`src/rtl/adv7393_line_unpacker.sv`:
```
// -----------------------------------------------------------------------------
// adv7393_line_unpacker
//
// Read side of the ADV7393 line buffer. Pops packed symbols, each holding
// PIXELS_PER_SYMBOL stored pixels of {Y, CbCr}, and expands them into a byte
// stream for the encoder pixel port, CbCr first then Y for every pixel.
// Pixels past the stored line length, or in a group whose symbol was not
// available when it was needed, are replaced by a blank pixel.
//
// Ports
//   clk, rst          : single clock (one tick per output byte), sync reset
//   line_start        : one-cycle pulse from the timing generator per line
//   active_len        : pixels emitted per line, sampled on an accepted start
//   line_len          : pixels stored per line, sampled with active_len
//   s_data/s_valid    : symbol stream from the line buffer FIFO
//   s_ready           : pop strobe toward the FIFO (combinational)
//   out_data          : {byte, zero padding}, registered
//   out_valid/out_last: active-line byte qualifier / final byte of the line
//   underflow         : pulse per group blanked for lack of a symbol
//   overrun           : pulse per ignored start or abandoned symbol debt
//   busy              : FSM is not idle
// -----------------------------------------------------------------------------
module adv7393_line_unpacker #(
  parameter int         PIXELS_PER_SYMBOL = 4,
  parameter int         DATA_W            = 64,
  parameter int         OUT_DWIDTH        = 10,
  parameter int         LEN_W             = 12,
  parameter logic [7:0] BLANK_Y           = 8'h10,
  parameter logic [7:0] BLANK_C           = 8'h80
) (
  input  logic                  clk,
  input  logic                  rst,
  input  logic                  line_start,
  input  logic [LEN_W-1:0]      active_len,
  input  logic [LEN_W-1:0]      line_len,
  input  logic [DATA_W-1:0]     s_data,
  input  logic                  s_valid,
  output logic                  s_ready,
  output logic [OUT_DWIDTH-1:0] out_data,
  output logic                  out_valid,
  output logic                  out_last,
  output logic                  underflow,
  output logic                  overrun,
  output logic                  busy
);

  localparam int IDX_W = (PIXELS_PER_SYMBOL > 1) ? $clog2(PIXELS_PER_SYMBOL) : 1;
  localparam logic [IDX_W-1:0] IDX_LAST = IDX_W'(PIXELS_PER_SYMBOL - 1);
  localparam logic [IDX_W-1:0] IDX_ONE  = IDX_W'(1);
  localparam logic [LEN_W-1:0] LEN_ONE  = LEN_W'(1);
  localparam logic [LEN_W:0]   ROUND_UP = (LEN_W+1)'(PIXELS_PER_SYMBOL - 1);
  localparam logic [LEN_W:0]   DIVISOR  = (LEN_W+1)'(PIXELS_PER_SYMBOL);

  typedef enum logic [1:0] {S_IDLE, S_ACTIVE, S_DRAIN} state_e;

  state_e                  state_q, state_d;
  logic [LEN_W-1:0]        active_len_q, active_len_d;
  logic [LEN_W-1:0]        line_len_q, line_len_d;
  logic [LEN_W-1:0]        debt_q, debt_d;
  logic [LEN_W-1:0]        k_q, k_d;
  logic [IDX_W-1:0]        idx_q, idx_d;
  logic                    phase_q, phase_d;
  logic [DATA_W-1:0]       sym_q, sym_d;
  logic                    blank_q, blank_d;
  logic [OUT_DWIDTH-1:0]   out_data_q, out_data_d;
  logic                    out_valid_q, out_valid_d;
  logic                    out_last_q, out_last_d;
  logic                    underflow_q, underflow_d;
  logic                    overrun_q, overrun_d;

  // Symbols owed for the line: ceil(line_len / PIXELS_PER_SYMBOL), one extra
  // bit so line_len near full scale cannot wrap before the divide.
  logic [LEN_W:0]          need;
  logic                    start;
  logic                    fetch;
  logic                    cur_blank;
  logic [DATA_W-1:0]       cur_sym;
  logic [15:0]             pix;
  logic [7:0]              out_byte;

  assign need = ({1'b0, line_len} + ROUND_UP) / DIVISOR;

  always_comb begin
    // NOTE: every signal written here gets a default first, so no path can
    // leave one unassigned and infer a latch.
    state_d      = state_q;
    active_len_d = active_len_q;
    line_len_d   = line_len_q;
    debt_d       = debt_q;
    k_d          = k_q;
    idx_d        = idx_q;
    phase_d      = phase_q;
    sym_d        = sym_q;
    blank_d      = blank_q;
    out_data_d   = '0;
    out_valid_d  = 1'b0;
    out_last_d   = 1'b0;
    underflow_d  = 1'b0;
    overrun_d    = 1'b0;
    s_ready      = 1'b0;
    start        = 1'b0;
    fetch        = 1'b0;
    cur_blank    = blank_q;
    cur_sym      = sym_q;
    pix          = {BLANK_Y, BLANK_C};
    out_byte     = 8'h00;

    unique case (state_q)
      S_IDLE: begin
        start = line_start;
      end

      S_ACTIVE: begin
        overrun_d = line_start;
        // A group is fetched once, on phase 0 of its first pixel, and only
        // while that pixel is still inside the stored part of the line.
        fetch = !phase_q && (idx_q == '0) && (k_q < line_len_q);
        if (fetch) begin
          s_ready = 1'b1;
          if (s_valid) begin
            // The byte leaving this cycle comes straight from the new symbol.
            sym_d     = s_data;
            cur_sym   = s_data;
            blank_d   = 1'b0;
            cur_blank = 1'b0;
            debt_d    = debt_q - LEN_ONE;
          end else begin
            blank_d     = 1'b1;
            cur_blank   = 1'b1;
            underflow_d = 1'b1;
          end
        end

        if ((k_q < line_len_q) && !cur_blank) begin
          pix = cur_sym[{idx_q, 4'b0000} +: 16];
        end
        out_byte    = phase_q ? pix[15:8] : pix[7:0];
        out_data_d  = {out_byte, {(OUT_DWIDTH-8){1'b0}}};
        out_valid_d = 1'b1;

        if (phase_q) begin
          phase_d = 1'b0;
          if (k_q == active_len_q - LEN_ONE) begin
            out_last_d = 1'b1;
            state_d    = (debt_q != '0) ? S_DRAIN : S_IDLE;
          end else begin
            k_d   = k_q + LEN_ONE;
            idx_d = (idx_q == IDX_LAST) ? '0 : idx_q + IDX_ONE;
          end
        end else begin
          phase_d = 1'b1;
        end
      end

      S_DRAIN: begin
        if (line_start) begin
          // No pop here: the symbol at the FIFO head belongs to the new line.
          overrun_d = 1'b1;
          start     = 1'b1;
        end else if (debt_q == '0) begin
          state_d = S_IDLE;
        end else begin
          s_ready = 1'b1;
          if (s_valid) begin
            debt_d = debt_q - LEN_ONE;
            if (debt_q == LEN_ONE) state_d = S_IDLE;
          end
        end
      end

      default: state_d = S_IDLE;
    endcase

    if (start) begin
      active_len_d = active_len;
      line_len_d   = line_len;
      debt_d       = LEN_W'(need);
      k_d          = '0;
      idx_d        = '0;
      phase_d      = 1'b0;
      sym_d        = '0;
      blank_d      = 1'b0;
      state_d      = (active_len != '0) ? S_ACTIVE : S_DRAIN;
    end

    if (rst) s_ready = 1'b0;
  end

  // NOTE: state registers use non-blocking assignments so every flop samples
  // the pre-edge value of every other flop.
  always_ff @(posedge clk) begin
    if (rst) begin
      state_q      <= S_IDLE;
      active_len_q <= '0;
      line_len_q   <= '0;
      debt_q       <= '0;
      k_q          <= '0;
      idx_q        <= '0;
      phase_q      <= 1'b0;
      blank_q      <= 1'b0;
      out_data_q   <= '0;
      out_valid_q  <= 1'b0;
      out_last_q   <= 1'b0;
      underflow_q  <= 1'b0;
      overrun_q    <= 1'b0;
    end else begin
      state_q      <= state_d;
      active_len_q <= active_len_d;
      line_len_q   <= line_len_d;
      debt_q       <= debt_d;
      k_q          <= k_d;
      idx_q        <= idx_d;
      phase_q      <= phase_d;
      blank_q      <= blank_d;
      out_data_q   <= out_data_d;
      out_valid_q  <= out_valid_d;
      out_last_q   <= out_last_d;
      underflow_q  <= underflow_d;
      overrun_q    <= overrun_d;
    end
  end

  // NOTE: the symbol register carries no reset; it is cleared on every line
  // start and its contents are only used after a successful fetch.
  always_ff @(posedge clk) begin
    sym_q <= sym_d;
  end

  assign out_data  = out_data_q;
  assign out_valid = out_valid_q;
  assign out_last  = out_last_q;
  assign underflow = underflow_q;
  assign overrun   = overrun_q;
  assign busy      = (state_q != S_IDLE);

endmodule

```
`config.mk`:
```
export PLATFORM = sky130hd
export DESIGN_NAME = adv7393_line_unpacker
export DESIGN_NICKNAME = d
export VERILOG_FILES = /design/src/rtl/adv7393_line_unpacker.sv
export SDC_FILE = /design/constraint.sdc
export NUM_CORES = 1
export LEC_CHECK = 0
export ABC_CLOCK_PERIOD_IN_PS = 3200
export CAP_MARGIN = 20
export CORE_MARGIN = 2
export CORE_UTILIZATION = 45
export CTS_CLUSTER_SIZE = 16
export DETAILED_ROUTE_END_ITERATION = 16
export PLACE_DENSITY = 0.68
export RECOVER_POWER = 25
export SYNTH_ARGS = -nofsm -noshare
export SYNTH_HDL_FRONTEND = slang
export SYNTH_SLANG_ARGS = --single-unit
```
`constraint.sdc`:
```
create_clock -name clk -period 3.2 [get_ports clk]
set_input_delay 0.64 -clock clk [delete_from_list [all_inputs] [get_ports clk]]
set_output_delay 0.64 -clock clk [all_outputs]
set_load 0.03 [all_outputs]
```
# Word level (Yosys, flattened, before mapping)
# Cells that the tools add are included.
word_totals:
  register_bits: 132
  latchBits: 0
  ramBits: 0
  mem_bits_ro: 0
  output_inout_bits: 16
  elab_cells: 100
  n_memories: 0
op_classes:
  n_addsub: 5
  n_mul: 0
  n_div: 0
  order_cmp: 1
  eq_ne: 16
  shifts: 1
  muxes: 36
  bitwise_logic: 4
  reduce_logical: 21
ops:
  columns: ["operator", "count"]
  rows:
  - ["2-to-1 mux 64 bit", 3]
  - ["indexed part select 64 x 7 -> 16 bit", 1]
  - ["2-to-1 mux 12 bit", 4]
  - ["case mux 12 bit (2 select lines)", 1]
  - ["nonzero test 12 bit", 2]
  - ["subtractor 12 x 1 -> 12 bit, second input constant", 2]
  - ["2-to-1 mux 2 bit", 10]
  - ["2-to-1 mux 16 bit", 1]
  - ["!= test 3 bit, second input constant", 5]
  - ["adder 12 x 2 -> 13 bit, second input constant", 1]
  - ["adder 12 x 1 -> 12 bit, second input constant", 1]
  - ["equality test 12 x 1 -> 1 bit, second input constant", 1]
  - ["equality test 12 bit", 1]
  - ["zero test 12 bit", 1]
  - ["< comparator 12 bit", 1]
  - ["2-to-1 mux 1 bit", 11]
  - ["2-to-1 mux 11 bit", 1]
  - ["2-to-1 mux 8 bit", 1]
  - ["!= test 2 bit, second input constant", 4]
  - ["!= test 4 bit, second input constant", 2]
  - ["AND reduction 4 bit", 2]
  - ["case mux 1 bit (2 select lines)", 3]
  - ["case mux 2 bit (3 select lines)", 1]
  - ["AND reduction 6 bit", 1]
  - ["12 further kinds", 23]

# Longest topological paths before layout
logic_depth:
  word_depth: 9
  ltp_mapped: 12

# Worst setup path before layout
# Ideal clock, no wire load.
synth_timing:
  path_type: "reg2out"
  from: "reg k_q[9]"
  to: "out s_ready"
  t_arrival_ps: 2033
  t_required_ps: 2560
  path_slack_ps: 527
  stages_incl_launch_ff: 8
  n_path_buf: 0
  path_cell_list: "dfxtp_1 > ha_1 > a21o_1 > a21o_1 > a2111oi_4 > nand2_1 > nor2_1 > o211a_1"
synth_between:
  elab_chain_len: 5
synth_lines:
  columns: ["item", "line", "text"]
  rows:
  - ["from (decl)", "60", "logic [LEN_W-1:0] k_q, k_d;"]
  - ["from (signal assigned)", "211", "k_q <= k_d;"]
  - ["< comparator 12 bit", "117", "fetch = !phase_q && (idx_q == '0) && (k_q < line_len_q);"]
  - ["logical AND 1 bit", "117", null]
  - ["2-to-1 mux 1 bit", "118", "if (fetch) begin"]
  - ["case mux 1 bit (2 select lines)", "108", "unique case (state_q)"]
  - ["2-to-1 mux 1 bit", "186", "if (rst) s_ready = 1'b0;"]
  - ["to (decl)", "38", "output logic s_ready,"]
# No other way between the ends.

# Worst setup path in the final report
layout_timing:
  from: "reg debt_q[4]"
  to: "out s_ready"
layout_between:
  elab_chain_len: 5
layout_lines:
  columns: ["item", "line", "text"]
  rows:
  - ["from (decl)", "59", "logic [LEN_W-1:0] debt_q, debt_d;"]
  - ["from (signal assigned)", "210", "debt_q <= debt_d;"]
  - ["zero test 12 bit", "160", "end else if (debt_q == '0) begin"]
  - ["2-to-1 mux 1 bit", "160", null]
  - ["2-to-1 mux 1 bit", "156", "if (line_start) begin"]
  - ["case mux 1 bit (2 select lines)", "108", null]
  - ["2-to-1 mux 1 bit", "186", null]
# No other way between the ends.

==> results.md <==
- H-tree depth: 4
- CTS buffer count: 17
- Max-slew headroom: 0.421
- Synth cell types: 65
- Most common flop cell mapped by yosys: dfxtp_1
- DIE HEIGHT: 128 um
- Max Cap Viol: 0
- Final RePlAce weighted congestion: 0.883
- Port Buf Inserts: about 110
- Clock Pin Slew Worst Setup and Hold Paths: about 0.06 ns
- Global-route wire length before repair: about 30,000 um
- Multi-input logic area: 4010 um^2
- Most frequent cells in the layout: dfxtp_1, clkdlybuf4s50_1, nor2_1, nand2_1, mux2i_1
- Vias post-DR: about 6,000
- First-pass DRT Iterations: 5
- Pre-CTS setup slack: approximately 0.16 ns
- CP peak stage delay: approximately 0.47 ns
- Worst min path class: flop to flop
- Tmin final: roughly 3.1 ns
- Clock Latency Late Sink: around 0.43 ns
- Setup TNS: 0 ns
- Post-layout util: 0.581
- Ports: 108
- # Post-CTS Setup Buffers: 0
- EDFF count, synth: 0
- Final setup vio count: 0
- Layout cell share with drive strength beyond 1: 0.109
- Pwr/cell area: roughly 610 nW/um^2
- Post-route clock period utilization: 0.969
- Ys Warns: 0
- WP data arrival: ~2.5 ns
- Antenna violations before repair: 0
- Antenna Cells: 0
- Syn Std Cell Area: between 6000 and 7000 um^2
- Worst-Margin Slew: 0.869 ns
- Pin count of the biggest net entering global routing: 49
- WP data required: 2.56 ns
- Detailed Place HPWL: between 10,000 and 15,000 um
- CTS Sinks: 130
- Setup crit start kind: flop
- Initial Utilization: 0.459
- Final Max Slew Viols: 0
- Core area: about 15,000 um^2
- CTS tree: done
- Clock skew: approximately 0.013 ns
- Chip Width: approximately 130 um
- Crit Path Category: flop to output pin
- Commonest non-fill, non-tap cell in the layout: dfxtp_1
- Total Nets Final: between 900 and 1,000
- CP top delay family: simple AND/OR/NAND/NOR gates
- Critical path's slowest cell: nor4_1
- Routed WL: about 18,000 um
- Power, Total: 0.00534 W
- Crit path capture type: output pin
- Cts hold-fix bufs: 0
- DIE AREA: 16,400 um^2
- CTS root buf: clkbuf_16
- Register area: about 2600 um^2
- FFs w/ async S/R, synth: 0
- Gr usage total: 0.230
- Leakage: around 3.8 nW
- Peak Freq: around 0.32 GHz
- Max VDD drop: around 420 uV
- Status: completed
- Minimum hold slack: around 0.46 ns
- CP max FO: 6
- Initial drt markers: 361
- Post-DRT Antenna Nets: 0
- Vias in the first global route: between 5,000 and 6,000
- Hold Vio Cnt, Final: 0
- Row count: 45
- Sequential share of the synthesized area: 0.376
- WL/cell: 17.3 um
- #FFs+latches synth: 130
- Syn_area_per_cell: between 9 and 10 um^2
- Mapped Cells: 760
- Cell-by-cell trace of the critical path: or3_1 > nor4_1 > nand2_1 > and3_1 > o211a_1 > buf_6
- RSZ-0062 raised after global routing: false
- Area Growth Syn to Fin: 26.8%
- Worst path bufs/invs: 1
- Residual DRC: 0
- CTS Buffer Depth: 2
- Setup WS post-layout: ~0.099 ns
- # fillers: between 1,000 and 1,500
- Vias per std cell: around 5.7
- Overflow after GRT: 0
==> report_power, final <==
group | switching (W) | leakage (nW) | internal, W
registers | 0.000136 | 1.06 | 0.00182
clock network | 0.000770 | 0.283 | 0.00123
logic | 0.000757 | 2.44 | 0.000627
==> metal layers <==
metal / vias up / global-route usage / wire, um / part of all wire
li1: 2948 / - / - / -
met1: 2937 / 0.291 / 8110 / 0.44
met2: 127 / 0.385 / 9060 / 0.49
met3: 27 / 0.0576 / 763 / 0.042
met4: 0 / 0.0802 / 365 / 0.020
met5: - / 0 / 0 / 0
==> worst reg2reg max path, cell delays in order (launching register included) <==
cell       delay (ns)
dfxtp_1          0.33
inv_1            0.05
ha_1             0.33
nand4_1          0.16
nor3_1           0.31
a2111oi_4        0.11
nand4_1          0.11
buf_4            0.44
or2_4            0.25
buf_6            0.36
mux2i_1          0.28
nor2_1           0.07
==> cells in the mapped netlist (all sizes together), types with 3 or more instances <==
master  count  area share
nor2       92       0.050
nand2      87       0.047
a311oi      3      0.0038
a21o        3      0.0033
xor2       11       0.014
clkbuf     27       0.015
or4         6      0.0065
dfxtp     130        0.38
a211o       3      0.0040
ha         20       0.036
nor3       13       0.011
nand4       9      0.0081
or2         5      0.0045
or3        14       0.013
o211ai      6      0.0065
a22oi       7      0.0076
o31a        3      0.0038
nor4        8      0.0072
inv        36       0.020
o211a       3      0.0043
and3        7      0.0063
and2        4      0.0036
o221ai      6      0.0076
mux4       29       0.094
xnor2      13       0.016
mux2i      66       0.095
nand4b      3      0.0038
buf        16       0.012
a31o        3      0.0038
nand3      13      0.0094
o21ai      24       0.017
a31oi       5      0.0045
a21oi      45       0.033
a211oi      8      0.0094
==> state kept, by name, summed over array words and instances (netlist names), 2 cells and up <==
name and cells:
sym_q 64, active_len_q 12, debt_q 12, k_q 12, line_len_q 12, out_data 8
idx_q 2, state_q 2
==> timing repair <==
item,in CTS,in global routing
endpoints found under the setup margin,0,23
hold endpoints to repair,0,0
gates resized for setup,0,5
==> metrics by stage <==
step,cell area (um^2),std cells
after floorplan,6920,761
after global placement,8160,1027
after detailed placement,8160,1027
after CTS,8760,1058
after global routing,8770,1058
final,8770,1058
==> kinds of logic after synthesis <==
kind of cell | count (synthesis) | share of synthesized area
compound gates | 135 | 0.133
xor+xnor | 24 | 0.0304
fa+ha+maj | 20 | 0.0362
buf+inv | 80 | 0.0467
flops | 130 | 0.376
mux | 96 | 0.192
other cells | 1 | 0.000542
simple gates | 274 | 0.186
==> layout make-up <==
type / instances / area share
Clock buffer: 17 / 0.0485
Clock inverter: 14 / 0.0207
Inverter: 37 / 0.0158
Multi-Input combinational cell: 551 / 0.457
Sequential cell: 130 / 0.297
Tap cell: 188 / 0.0268
Timing Repair Buffer: 121 / 0.134
==> worst paths after layout <==
| path | end | depth (start not counted) | slack [ns] | from |
|---|---|---|---|---|
| max | s_ready | 6 | 0.1 | debt_q[4] |
| min | line_len_q[6] | 2 | 0.46 | line_len_q[6] |
| max reg2reg | sym_q[59] | 11 | 0.26 | line_len_q[11] |
| min reg2reg | line_len_q[6] | 2 | 0.46 | line_len_q[6] |
(Power assumes the default switching activity.)
